`src/rtl/ram_arbiter_pkg.sv`:
```
// Shared definitions for the block-RAM arbiter: RAM geometry defaults,
// access kinds and the requester-id width helper.
package ram_arbiter_pkg;

  localparam int RAM_DEPTH      = 1024;
  localparam int DEF_ADDR_W     = 10;
  localparam int DEF_DATA_W     = 16;
  localparam int DEF_RD_LATENCY = 2;

  typedef enum logic {
    ACC_READ  = 1'b0,
    ACC_WRITE = 1'b1
  } accKind_t;

  // A single requester still needs a one-bit id field.
  function automatic int idWidth(input int numReq);
    return (numReq > 1) ? $clog2(numReq) : 1;
  endfunction

endpackage

```
`src/rtl/ram_arbiter_rr_picker.sv`:
```
// Combinational round-robin picker: scans from lastGrant+1 with wrap and
// returns a one-hot grant plus the encoded winner id.
module rr_picker #(
  parameter int NUM_REQ = 2,
  parameter int ID_W    = 1
) (
  input  logic [NUM_REQ-1:0] i_req,
  input  logic [ID_W-1:0]    i_lastGrant,
  output logic [NUM_REQ-1:0] o_grant,
  output logic [ID_W-1:0]    o_winId
);

  logic            w_found;
  logic [ID_W-1:0] w_idx;

  always_comb begin
    o_grant = '0;
    o_winId = '0;
    w_found = 1'b0;
    w_idx   = '0;
    for (int k = 1; k <= NUM_REQ; k++) begin
      w_idx = ID_W'((int'(i_lastGrant) + k) % NUM_REQ);
      if (!w_found && i_req[w_idx]) begin
        w_found        = 1'b1;
        o_grant[w_idx] = 1'b1;
        o_winId        = w_idx;
      end
    end
  end

endmodule

```
`src/rtl/ram_arbiter.sv`:
```
// Shares one single-port block RAM between NUM_REQ requesters, one access per
// clock, and routes read data back to the requester after the RAM latency.
module ram_arbiter
  import ram_arbiter_pkg::*;
#(
  parameter int NUM_REQ    = 2,
  parameter int ADDR_W     = DEF_ADDR_W,
  parameter int DATA_W     = DEF_DATA_W,
  parameter int RD_LATENCY = DEF_RD_LATENCY
) (
  input  logic                      clk,
  input  logic                      rst,
  input  logic [NUM_REQ-1:0]        req_valid,
  output logic [NUM_REQ-1:0]        req_ready,
  input  logic [NUM_REQ-1:0]        req_we,
  input  logic [NUM_REQ*ADDR_W-1:0] req_addr,
  input  logic [NUM_REQ*DATA_W-1:0] req_wdata,
  output logic [NUM_REQ-1:0]        rsp_valid,
  output logic [DATA_W-1:0]         rsp_rdata,
  output logic                      ram_en,
  output logic                      ram_we,
  output logic [ADDR_W-1:0]         ram_addr,
  output logic [DATA_W-1:0]         ram_wdata,
  input  logic [DATA_W-1:0]         ram_rdata
);

  localparam int ID_W = idWidth(NUM_REQ);

  logic [ID_W-1:0]                  r_lastGrant;
  logic [RD_LATENCY-1:0]            r_pipeValid;
  logic [RD_LATENCY-1:0][ID_W-1:0]  r_pipeId;

  logic [NUM_REQ-1:0]               w_grant;
  logic [ID_W-1:0]                  w_winId;
  logic                             w_accept;
  logic                             w_isWrite;
  logic [NUM_REQ-1:0][ADDR_W-1:0]   w_addrArr;
  logic [NUM_REQ-1:0][DATA_W-1:0]   w_wdataArr;

  assign w_addrArr  = req_addr;
  assign w_wdataArr = req_wdata;

  rr_picker #(
    .NUM_REQ (NUM_REQ),
    .ID_W    (ID_W)
  ) u_picker (
    .i_req       (req_valid),
    .i_lastGrant (r_lastGrant),
    .o_grant     (w_grant),
    .o_winId     (w_winId)
  );

  // Reset masks the grant so nothing reaches the RAM while rst is high.
  assign w_accept  = (|w_grant) && !rst;
  assign w_isWrite = (accKind_t'(req_we[w_winId]) == ACC_WRITE);
  assign req_ready = rst ? '0 : w_grant;
  assign ram_en    = w_accept;
  assign ram_we    = w_accept && w_isWrite;
  assign ram_addr  = w_accept ? w_addrArr[w_winId]  : '0;
  assign ram_wdata = w_accept ? w_wdataArr[w_winId] : '0;
  assign rsp_rdata = ram_rdata;

  // Only reads occupy the response pipeline; it mirrors the RAM latency.
  always_ff @(posedge clk) begin
    if (rst) begin
      r_lastGrant <= ID_W'(NUM_REQ - 1);
      r_pipeValid <= '0;
    end else begin
      if (w_accept) begin
        r_lastGrant <= w_winId;
      end
      r_pipeValid[0] <= w_accept && !w_isWrite;
      r_pipeId[0]    <= w_winId;
      for (int i = 1; i < RD_LATENCY; i++) begin
        r_pipeValid[i] <= r_pipeValid[i-1];
        r_pipeId[i]    <= r_pipeId[i-1];
      end
    end
  end

  always_comb begin
    rsp_valid = '0;
    if (r_pipeValid[RD_LATENCY-1] && !rst) begin
      rsp_valid[r_pipeId[RD_LATENCY-1]] = 1'b1;
    end
  end

endmodule
```
`config.mk`:
```
export PLATFORM = sky130hd
export DESIGN_NAME = ram_arbiter
export DESIGN_NICKNAME = d
export VERILOG_FILES = /design/src/rtl/ram_arbiter_pkg.sv /design/src/rtl/ram_arbiter_rr_picker.sv /design/src/rtl/ram_arbiter.sv
export SDC_FILE = /design/constraint.sdc
export NUM_CORES = 1
export LEC_CHECK = 0
export ABC_AREA = 1
export CAP_MARGIN = 30
export CORE_ASPECT_RATIO = 0.8
export CORE_UTILIZATION = 26
export DETAILED_ROUTE_END_ITERATION = 10
export PLACE_DENSITY_LB_ADDON = 0.2
export SYNTH_ARGS = -nofsm -noshare
export SYNTH_HDL_FRONTEND = slang
export SYNTH_HIERARCHICAL = 1
export SYNTH_SLANG_ARGS = --single-unit
```
`constraint.sdc`:
```
create_clock -name clk -period 2.3 [get_ports clk]
set_input_delay 0.69 -clock clk [delete_from_list [all_inputs] [get_ports clk]]
set_output_delay 0.69 -clock clk [all_outputs]
set_load 0.01 [all_outputs]
```
# Word-level counts from Yosys, hierarchy flattened
# Cells that the tools add are included.
# Widths: inputs -> output; s select.
[totals]
out_inout_bits = 48
ram_bits = 0
latchBits = 0
word_cells = 51
mem_bits_ro = 0
memories = 0
input_bits = 74
register_bits = 5
[classes]
order_cmp = 7
muxes = 25
bitwise = 1
shifts = 0
n_eq_ne = 0
add_sub_neg = 2
mul = 0
div = 0
n_reduce_logical = 12
[op_table]
columns = ["op", "count"]
rows = [
  ["$mux 16", 3],
  ["$mux 10", 3],
  ["$mux 1", 12],
  ["$logic_and 1x1->1", 8],
  ["$lt 1x2->1 const B", 4],
  ["$mux 2", 4],
  ["$demux 1 s1", 3],
  ["$ge 1x1->1 const B", 3],
  ["$logic_not 1->1", 3],
  ["$add 1x1->1 const B", 2],
  ["$or 2x2->2", 1],
  ["$reduce_or 2->1", 1],
]

# Longest topological paths before layout
# Gate-level depths: netlist of the first run.
[logic_depth]
ltp_word = 11
depth_mapped = 8
mapped_depth_nobuf = 7

# Modules after synthesis
# The synthesis of the first run kept the hierarchy.
[modules_own_cells]
columns = ["mod", "area_per_inst_um2", "cells_each", "instances", "seq_area_each_um2"]
rows = [
  ["ram_arbiter", 962.2, 182, 1, 120.1],
  ["rr_picker", 25.0, 6, 1, 0.0],
]

# Worst setup path after synthesis of the first run
# Ideal clock, no wire load.
[synth_path]
path_kind = "input to output"
startpoint = "input req_valid[1]"
endpoint = "output ram_wdata[5]"
t_arrival_ns = 1.416
slack_ns = 0.194
required_time_ns = 1.610
cell_stages = 8
path_buffers = 2
path_cell_list = "inv_1 a21oi_1 buf_6 buf_6 nand2_1 o21ai_1 nand2_1 inv_1"
[synth_via]
elab_chain_cells = 9
word_cells_on_any_way = 17
cone_classes = "mux: 12; bitwise: 1; reduce/logical: 4"
[synth_rtl]
columns = ["item", "line", "rtl"]
rows = [
  ["start, declared", "ram_arbiter.sv:13", "input logic [NUM_REQ-1:0] req_valid,"],
  ["$mux 1 (implied by the code) (2 in series)", "ram_arbiter_rr_picker.sv:23", "if (!w_found && i_req[w_idx]) begin"],
  ["$mux 1", "ram_arbiter_rr_picker.sv:23", ""],
  ["$logic_not 1->1", "ram_arbiter_rr_picker.sv:23", ""],
  ["$logic_and 1x1->1", "ram_arbiter_rr_picker.sv:23", ""],
  ["$mux 1 (*)", "ram_arbiter_rr_picker.sv:23", ""],
  ["net w_winId", "ram_arbiter.sv:34", "logic [ID_W-1:0] w_winId;"],
  ["$mux 16 (implied by the code) (*) (2 in series)", "ram_arbiter.sv:60", "assign ram_wdata = w_accept ? w_wdataArr[w_winId] : '0;"],
  ["$mux 16 (*)", "ram_arbiter.sv:60", ""],
  ["end, declared", "ram_arbiter.sv:23", "output logic [DATA_W-1:0] ram_wdata,"],
]
# Mark *: on every way through the listed nets, which the timed path passes. The rest lies on a longest branch. The select of a mux whose other input is x is not followed.

# Worst setup path after layout of the first run
[layout_path]
startpoint = "input req_valid[0]"
endpoint = "output ram_wdata[8]"
[layout_via]
elab_chain_cells = 9
word_cells_on_any_way = 17
cone_classes = "mux: 12; bitwise: 1; reduce/logical: 4"
[layout_rtl]
columns = ["item", "line", "rtl"]
rows = [
  ["$mux 1 (implied by the code) (2 in series)", "ram_arbiter_rr_picker.sv:23", ""],
  ["$mux 1", "ram_arbiter_rr_picker.sv:23", ""],
  ["$logic_not 1->1", "ram_arbiter_rr_picker.sv:23", ""],
  ["$logic_and 1x1->1", "ram_arbiter_rr_picker.sv:23", ""],
  ["$mux 2 (*)", "ram_arbiter_rr_picker.sv:23", ""],
  ["net w_grant[1]", "ram_arbiter.sv:33", "logic [NUM_REQ-1:0] w_grant;"],
  ["$reduce_or 2->1 (*)", "ram_arbiter.sv:54", "assign w_accept = (|w_grant) && !rst;"],
  ["$logic_and 1x1->1 (*)", "ram_arbiter.sv:54", ""],
  ["$mux 16 (*)", "ram_arbiter.sv:60", ""],
]
# Marked as above.

==> results of run 1 <==
[routing by layer]
metal	global-route usage, %	vias up	routed length (µm)	share of wire (%)
li1	-	700	-	-
met1	17.3	606	1370	39
met2	27.7	62	1740	50
met3	4.42	4	348	10
met4	3.71	0	26	0.75
met5	0	-	0	0
[cells in the mapped netlist]
cell type / count / share of area (%)
buf_6: 9 / 10
and2_4: 1 / 0.89
buf_4: 16 / 12
o21ai_1: 26 / 13
a21oi_1: 3 / 1.5
nand2_1: 59 / 22
inv_1: 59 / 22
dfxtp_1: 3 / 6.1
nor2_2: 1 / 0.63
nor2_4: 1 / 1.1
inv_2: 1 / 0.38
edfxtp_1: 2 / 6.1
o21ai_0: 1 / 0.51
nor2_1: 6 / 2.3
[path summary, 6_finish.rpt]
check / cells past startpoint / slack [ns] / end / start
setup reg to reg: 8 / 0.87 / r_pipeValid[0] / r_lastGrant
hold / removal: 2 / 0.42 / r_pipeValid[1] / r_pipeValid[0]
setup / recovery: 9 / -0.04 / ram_wdata[8] / req_valid[0]
hold reg to reg: 2 / 0.42 / r_pipeValid[1] / r_pipeValid[0]
[cell families after synthesis]
family                 after synthesis  synth area share (%)
AOI/OAI and AO/OA                   30                  15.2
buffers and inverters               85                  45.2
DFF                                  5                  12.2
and+or+nand+nor                     68                  27.4
[cell type report]
| type | instances | area [µm²] | share of cell area, % |
|---|---|---|---|
| multi-input cells | 98 | 693 | 30.3 |
| repair buffers | 114 | 1150 | 50.1 |
| inverters | 60 | 233 | 10.2 |
| well taps | 42 | 52.6 | 2.29 |
| clock buffers | 4 | 45.0 | 1.97 |
| flip-flops and latches | 5 | 120 | 5.24 |
[cells in the final DEF, fill, tap and decap left out]
| cell | synthesis | final |
|---|---|---|
| buf_4 | 16 | 12 |
| buf_6 | 9 | 15 |
| clkbuf_8 | 0 | 3 |
| and2_4 | 1 | 1 |
| o21ai_1 | 26 | 5 |
| inv_8 | 0 | 1 |
| nor2_4 | 1 | 2 |
| nor2_1 | 6 | 6 |
| a21oi_4 | 0 | 2 |
| buf_12 | 0 | 5 |
| o21ai_4 | 0 | 1 |
| clkdlybuf4s50_1 | 0 | 54 |
| dfxtp_1 | 3 | 3 |
| o21ai_2 | 0 | 21 |
| nand2_1 | 59 | 23 |
| nand2_2 | 0 | 23 |
| a21oi_1 | 3 | 1 |
| buf_8 | 0 | 1 |
| clkbuf_2 | 0 | 2 |
| inv_2 | 1 | 9 |
| clkbuf_16 | 0 | 4 |
| nand2_4 | 0 | 13 |
| edfxtp_1 | 2 | 2 |
| clkbuf_1 | 0 | 1 |
| clkdlybuf4s15_2 | 0 | 1 |
| dlygate4sd2_1 | 0 | 3 |
| inv_1 | 59 | 50 |
| buf_2 | 0 | 17 |
[sequential cells by signal, summed over array words and instances, names as in the netlist]
name / count
r_lastGrant: 1
r_pipeId: 2
r_pipeValid: 2
[repair_timing]
| action | in CTS | in global routing |
|---|---|---|
| gates resized for setup | 163 | 75 |
| buffers inserted | 8 | 5 |
| cloned | 1 | 4 |
| setup endpoints to repair | 32 | 31 |
| pin swaps | 18 | 23 |
[report_power, final]
group | total [mW] | internal [mW] | switching (mW)
clock | 0.163 | 0.119 | 0.0442
sequential | 0.107 | 0.100 | 0.00658
combinational | 0.477 | 0.274 | 0.203
[worst reg2reg max path: stages (launching register included)]
cell and delay, ns:
dfxtp_1 0.51, a21oi_4 0.11, buf_12 0.16, buf_4 0.14, nand2_1 0.06, o21ai_2 0.06, buf_4 0.12, buf_4 0.11
nor2_1 0.09
[per-stage QoR]
step	instances	TNS, ns	area (µm²)	utilization, %
finish	323	-0.280	2290	65.1
global placement	303	-25.51	1840	52.2
floorplan	188	0	987	-
CTS	315	-0.580	1910	54.4
global route	323	-1.17	2290	65.1
detailed placement	303	-26.42	1840	52.2
==> results.cfg, run 1 <==
[run_status]
status = complete, but fails checks
violations = design-rule violations, negative setup slack

[routing]
vias = 1372
routedWlPerCell_um = 10.8
drc = 16
ant_nets = 0
firstDrtPassIters = 7
via_per_inst = 4.25
wl_mm = 3.49
dr.first_iter.drc_count = 38

[worst_setup_path]
worst-path-buf-inv = 5
crit_arrival_ns = 1.65
path_max_fanout = 7
cp_top_family = buffers and inverters
start_kind = input port
slowest_stage = a21oi_4
worstPathRequired_ns = 1.61
path_class = in -> out
critPathMaxStageDelay_ns = 0.16
cp-end-kind = primary output
crit_path_cell_trace = buf_12, a21oi_4, nor2_4, nor2_4, buf_6, buf_12, nand2_2, inv_1, buf_2

[power_and_ir_drop]
irDropWorstVdd_v = 0.000193
power_mw = 0.747
powerDensity_nw_per_um2 = 326
cellLeakagePower_nw = 1.32

[timing]
worstMarginPinSlew_ns = 0.341
hold_ws_ns = 0.416
rsz0062_at_grt = true
relSlewSlack_pct = 77.2
layout_setup_ws_ns = -0.0372
period_needed_ns = 2.34
fmax_ghz = 0.428
min_period_over_period_pct = 102
fin_skew_ns = 0.000355
finalSetupViolations = 13
maxSlewViolCount = 0
hold_viol = 0

[global_route]
grt_util_all_layers_pct = 15.1
first_global_vias = 1182
grt_overflow = 0
grt_max_degree = 28
antenna_found_initial = 0
grt_pass1_wl_mm = 4.95

[clocking]
clock_latency_ns = 0.22
cts_tree = done
cts-root-buf = clkbuf_8
cts_buffers = 3
clkSlewWorstSetupHoldPaths_ns = 0.04
clockBufferDepth = 2
cts_hold_repair.buffers = 0
cts.sinks = 5
htreeDepth = 1

[yosys]
syn_nets = 262
synth_cell_types = 14
syn_area_um2 = 987
syn_area_per_cell_um2 = 5.25
ys_warn_count = 6
postSynthCellCount = 188
ys_ff_latch = 5
ys_seq_area_share_pct = 12.2

[placement]
place_ws_ns = -0.905
place_congestion = 0.670
dp_hpwl_mm = 2.11
port_buffers = 89

[floorplanning]
initial_core_util_pct = 28.1
std_cell_rows = 19
die_h_um = 57.1
ioPinCount = 122
die_x_um = 70.9
die_area_um2 = 4050
coreArea_um2 = 3520

[cells_and_area]
drive_gt1_share_pct = 47.3
fin_nets = 356
antenna_cells = 0
fillCellCount = 323
area_growth_pct = 132

[hold_path]
hold_path_class = reg -> reg

[flow_run]
cap_violations = 0
Power figures use the tool's default switching activity.
==> inputs of run 2 (changes only) <==
Settings changed: CORE_ASPECT_RATIO 0.8 to not set.
==> results.cfg, run 2 (synthesis gave the netlist of run 1 again) <==
[run_status]
status = complete, but fails checks
violations = negative setup slack

[worst_setup_path]
worstPathRequired_ns = 1.61
crit_path_cell_trace = buf_12, nand2_2, nand2_4, nor2_4, nor2_4, buf_12, buf_4, nand2_1, inv_1, buf_2
slowest_stage = buf_4
worst-path-buf-inv = 5
path_class = in -> out
path_max_fanout = 6
cp-end-kind = primary output
critPathMaxStageDelay_ns = 0.15
cp_top_family = buffers and inverters
crit_arrival_ns = 1.63
start_kind = input port

[floorplanning]
initial_core_util_pct = 27.0
ioPinCount = 122
std_cell_rows = 22
die_h_um = 63.6
coreArea_um2 = 3660
die_area_um2 = 4050
die_x_um = 63.6

[clocking]
htreeDepth = 1
cts-root-buf = clkbuf_8
cts_buffers = 3
cts.sinks = 5
clockBufferDepth = 2
clock_latency_ns = 0.22
clkSlewWorstSetupHoldPaths_ns = 0.04
cts_hold_repair.buffers = 0
cts_tree = done

[cells_and_area]
fillCellCount = 365
antenna_cells = 0
area_growth_pct = 114
drive_gt1_share_pct = 33.9
reg_top3 = r_pipeId (2), r_pipeValid (2), r_lastGrant (1)
final_cells = 328
fin_nets = 355
final_common_cell = inv_1
mostFrequentLayoutCells = inv_1, clkdlybuf4s50_1, nand2_1, buf_2, o21ai_1
multi_input_area_um2 = 552
regArea_um2 = 120

[routing]
routedWlPerCell_um = 9.68
route.met2.wl_mm = 1.68
via_per_inst = 4.03
dr.first_iter.drc_count = 16
route.met3.wl_um = 229
wl_mm = 3.17
wl_met1_mm = 1.25
highest_layer = met4
ant_nets = 0
vias = 1321
drc = 0
firstDrtPassIters = 6

[power_and_ir_drop]
irDropWorstVdd_v = 0.000142
power_mw = 0.694
powerDensity_nw_per_um2 = 329
cellLeakagePower_nw = 1.25

[timing]
hold_viol = 0
layout_setup_ws_ns = -0.0198
fmax_ghz = 0.431
finalSetupViolations = 8
worstMarginPinSlew_ns = 0.281
maxSlewViolCount = 0
rsz0062_at_grt = true
relSlewSlack_pct = 81.3
min_period_over_period_pct = 101
fin_skew_ns = 0.00132
period_needed_ns = 2.32

[placement]
dp_hpwl_mm = 2.09
dp_cells = 310
port_buffers = 89
place_congestion = 0.721

[global_route]
grt_overflow = 0
grt_util_all_layers_pct = 16.3
grt_max_degree = 16
first_global_vias = 1264
antenna_found_initial = 0
grt_pass1_wl_mm = 5.29

[hold_path]
hold_path_class = reg -> reg

[flow_run]
cap_violations = 0
## run 2: cell types whose count changed in the layout (fill, tap and decap cells not counted), moves of 9 or more
cell     before  now
buf_2        17   27
buf_6        15    5
nand2_1      23   42
nand2_2      23   13
nand2_4      13    4
o21ai_1       5   16
o21ai_2      21   11
## run 2: cell type report
cell class	instances	share of cell area, %
sequential	5	5.69
timing repair buffer	113	52.2
multi-input combinational	98	26.1
tap	48	2.85
inverter	60	11.0
clock buffer	4	2.13
## run 2: power breakdown
| part | total, mW | internal, mW | switching [mW] |
|---|---|---|---|
| clock | 0.164 | 0.119 | 0.0453 |
| sequential | 0.106 | 0.100 | 0.00554 |
| combinational | 0.424 | 0.252 | 0.172 |
| total | 0.694 | 0.471 | 0.223 |
## run 2: worst paths after layout
| kind | start | to | slack [ns] | depth (start not counted) |
|---|---|---|---|---|
| max | req_valid[0] | ram_wdata[7] | -0.02 | 10 |
| min | r_pipeValid[0] | r_pipeValid[1] | 0.41 | 2 |
| max reg2reg | r_lastGrant | r_lastGrant | 0.94 | 9 |
| min reg2reg | r_pipeValid[0] | r_pipeValid[1] | 0.41 | 2 |
## run 2: worst register-to-register path, delay by kind of cell (launching register included)
kind          cells  cell delay, ns
buf+inv           3            0.35
flops             1            0.47
simple gates      6            0.49
## run 2: metal layers
layer | vias up | global-route usage (%)
met4 | 0 | 4.26
met2 | 60 | 32.3
li1 | 705 | -
met5 | - | 0
met3 | 3 | 3.99
met1 | 553 | 16.6
## run 2: repair_timing
action / CTS / global route
setup endpoints to repair: 32 / 30
cloned: 4 / 1
pin swaps: 7 / 15
setup buffers: 7 / 3
resized for setup: 158 / 34
## run 2: through the flow
stage	worst slack (ns)	util, %	setup TNS, ns	cell area (µm²)	hold WS (ns)
final	-0.0198	57.7	-0.0755	2110	0.408
after global placement	-0.855	50.6	-25.36	1850	0.401
after detailed placement	-0.897	50.6	-26.20	1850	0.409
after floorplan	0.194	-	0	987	0.388
after global routing	-0.0785	57.7	-1.34	2110	0.427
after CTS	-0.0470	53.9	-0.246	1970	0.418
==> inputs of run 3 (changes only) <==
Settings changed: SETUP_SLACK_MARGIN set to 0.02, SLEW_MARGIN set to 20.
==> results.cfg, run 3 (synthesis gave the netlist of run 1 again) <==
[run_status]
status = complete, but fails checks
violations = negative setup slack

[placement]
dpl_cell_area_um2 = 1850
place_congestion = 0.721
port_buffers = 89
dp_hpwl_mm = 2.09

[floorplanning]
coreArea_um2 = 3660
std_cell_rows = 22
die_h_um = 63.6
die_x_um = 63.6
ioPinCount = 122
die_area_um2 = 4050
initial_core_util_pct = 27.0

[routing]
routedWlPerCell_um = 9.81
drc = 0
dr.first_iter.drc_count = 26
wl_mm = 3.24
vias = 1338
ant_nets = 0
firstDrtPassIters = 6
via_per_inst = 4.05

[worst_setup_path]
worstPathRequired_ns = 1.61
timing.rr.start = r_lastGrant
path_class = in -> out
reg2reg_depth = 8
r2r_end = r_lastGrant
cp-end-kind = primary output
path_max_fanout = 6
reg2reg_slack_ns = 0.93
crit_arrival_ns = 1.63
start_kind = input port

[timing]
hold_viol = 0
fmax_ghz = 0.431
finalSetupViolations = 14
fin_skew_ns = 0.000310
relSlewSlack_pct = 81.1
maxSlewViolCount = 0
worstMarginPinSlew_ns = 0.283
rsz0062_at_grt = true
min_period_over_period_pct = 101
period_needed_ns = 2.32
layout_setup_ws_ns = -0.0206

[cells_and_area]
antenna_cells = 0
drive_gt1_share_pct = 41.8
design_area_um2 = 2220
reg_top3 = r_pipeId (2), r_pipeValid (2), r_lastGrant (1)
area_growth_pct = 124
mostFrequentLayoutCells = clkdlybuf4s50_1, inv_1, nand2_1, nand2_2, buf_2
fin_nets = 357
final_core_util_pct = 60.5
final_common_cell = clkdlybuf4s50_1

[clocking]
clkSlewWorstSetupHoldPaths_ns = 0.04
htreeDepth = 1
cts.sinks = 5
cts-root-buf = clkbuf_8
clock_latency_ns = 0.22
cts_buffers = 3
cts_tree = done
clockBufferDepth = 2
cts_hold_repair.buffers = 0

[power_and_ir_drop]
pwr-share-seq_pct = 14.6
powerDensity_nw_per_um2 = 327
p_clk_share_pct = 22.9
cellLeakagePower_nw = 1.28
p_comb_share_pct = 62.5
p_sw_mw = 0.240
irDropWorstVdd_v = 0.000171
p_int_mw = 0.486
switching_share_pct = 33.0

[global_route]
grt_pass1_wl_mm = 5.38
antenna_found_initial = 0
grt_overflow = 0
grt_max_degree = 16
first_global_vias = 1278
grt_util_all_layers_pct = 16.7

[flow_run]
cap_violations = 0

[hold_path]
hold_path_class = reg -> reg
worstHoldEndpoint = r_pipeValid[1]
worstHoldStart = r_pipeValid[0]
min_path_cells = 2
run 3: what timing repair did:
item                                    4_1_cts  5_1_grt
endpoints found under the setup margin       32       31
gates resized for setup                     161       66
setup buffers                                 9        4
endpoints found under the hold margin         0        0
gates cloned                                  5        0
pin swaps                                     8       16
run 3: layer usage:
layer | GRT usage [%] | vias up | share of wire, %
met5 | 0 | - | 0
met3 | 4.17 | 4 | 7.7
met1 | 16.4 | 569 | 38
li1 | - | 707 | -
met4 | 4.26 | 0 | 0.71
met2 | 33.9 | 58 | 54
run 3: power by group through the flow:
stage / Sequential, mW / Combinational (mW) / Clock (mW)
after global placement: 0.105 / 0.352 / 0
after global routing: 0.106 / 0.494 / 0.177
after CTS: 0.105 / 0.394 / 0.170
after floorplan: 0.104 / 0.182 / 0
final: 0.106 / 0.454 / 0.166
after detailed placement: 0.106 / 0.353 / 0
run 3: worst max path at each step:
| stage | start | end | slack [ns] | cells after the start |
|---|---|---|---|---|
| finish | req_valid[0] | ram_wdata[7] | -0.02 | 9 |
| global route | req_valid[0] | ram_wdata[7] | -0.08 | 9 |
| CTS | req_valid[1] | ram_wdata[4] | -0.03 | 11 |
| detailed placement | req_valid[1] | ram_wdata[10] | -0.90 | 9 |
| global placement | req_valid[0] | ram_wdata[11] | -0.86 | 8 |
| floorplan | req_valid[1] | ram_wdata[5] | 0.19 | 8 |
run 3: per-stage QoR:
stage | TNS [ns] | hold WS, ns | total power [mW] | setup slack (ns) | instances
2_1_floorplan | 0 | 0.388 | 0.286 | 0.194 | 188
3_3_place_gp | -25.36 | 0.401 | 0.457 | -0.855 | 310
3_5_place_dp | -26.20 | 0.409 | 0.458 | -0.897 | 310
4_1_cts | -0.370 | 0.418 | 0.670 | -0.0267 | 327
5_1_grt | -1.27 | 0.427 | 0.778 | -0.0816 | 330
6_report | -0.120 | 0.410 | 0.725 | -0.0206 | 330
run 3: final cells by class:
cell class	count	area, µm²
clock buffers	4	45.0
fillers	356	1450
inverters	60	233
multi-input cells	98	611
flip-flops and latches	5	120
well taps	48	60.1
repair buffers	115	1150
run 3: critical path: stages:
cell and delay (ns):
buf_12 0.11, a21oi_4 0.16, nor2_4 0.07, nor2_4 0.13, buf_6 0.13, buf_6 0.12
nand2_2 0.05, inv_1 0.04, buf_2 0.12
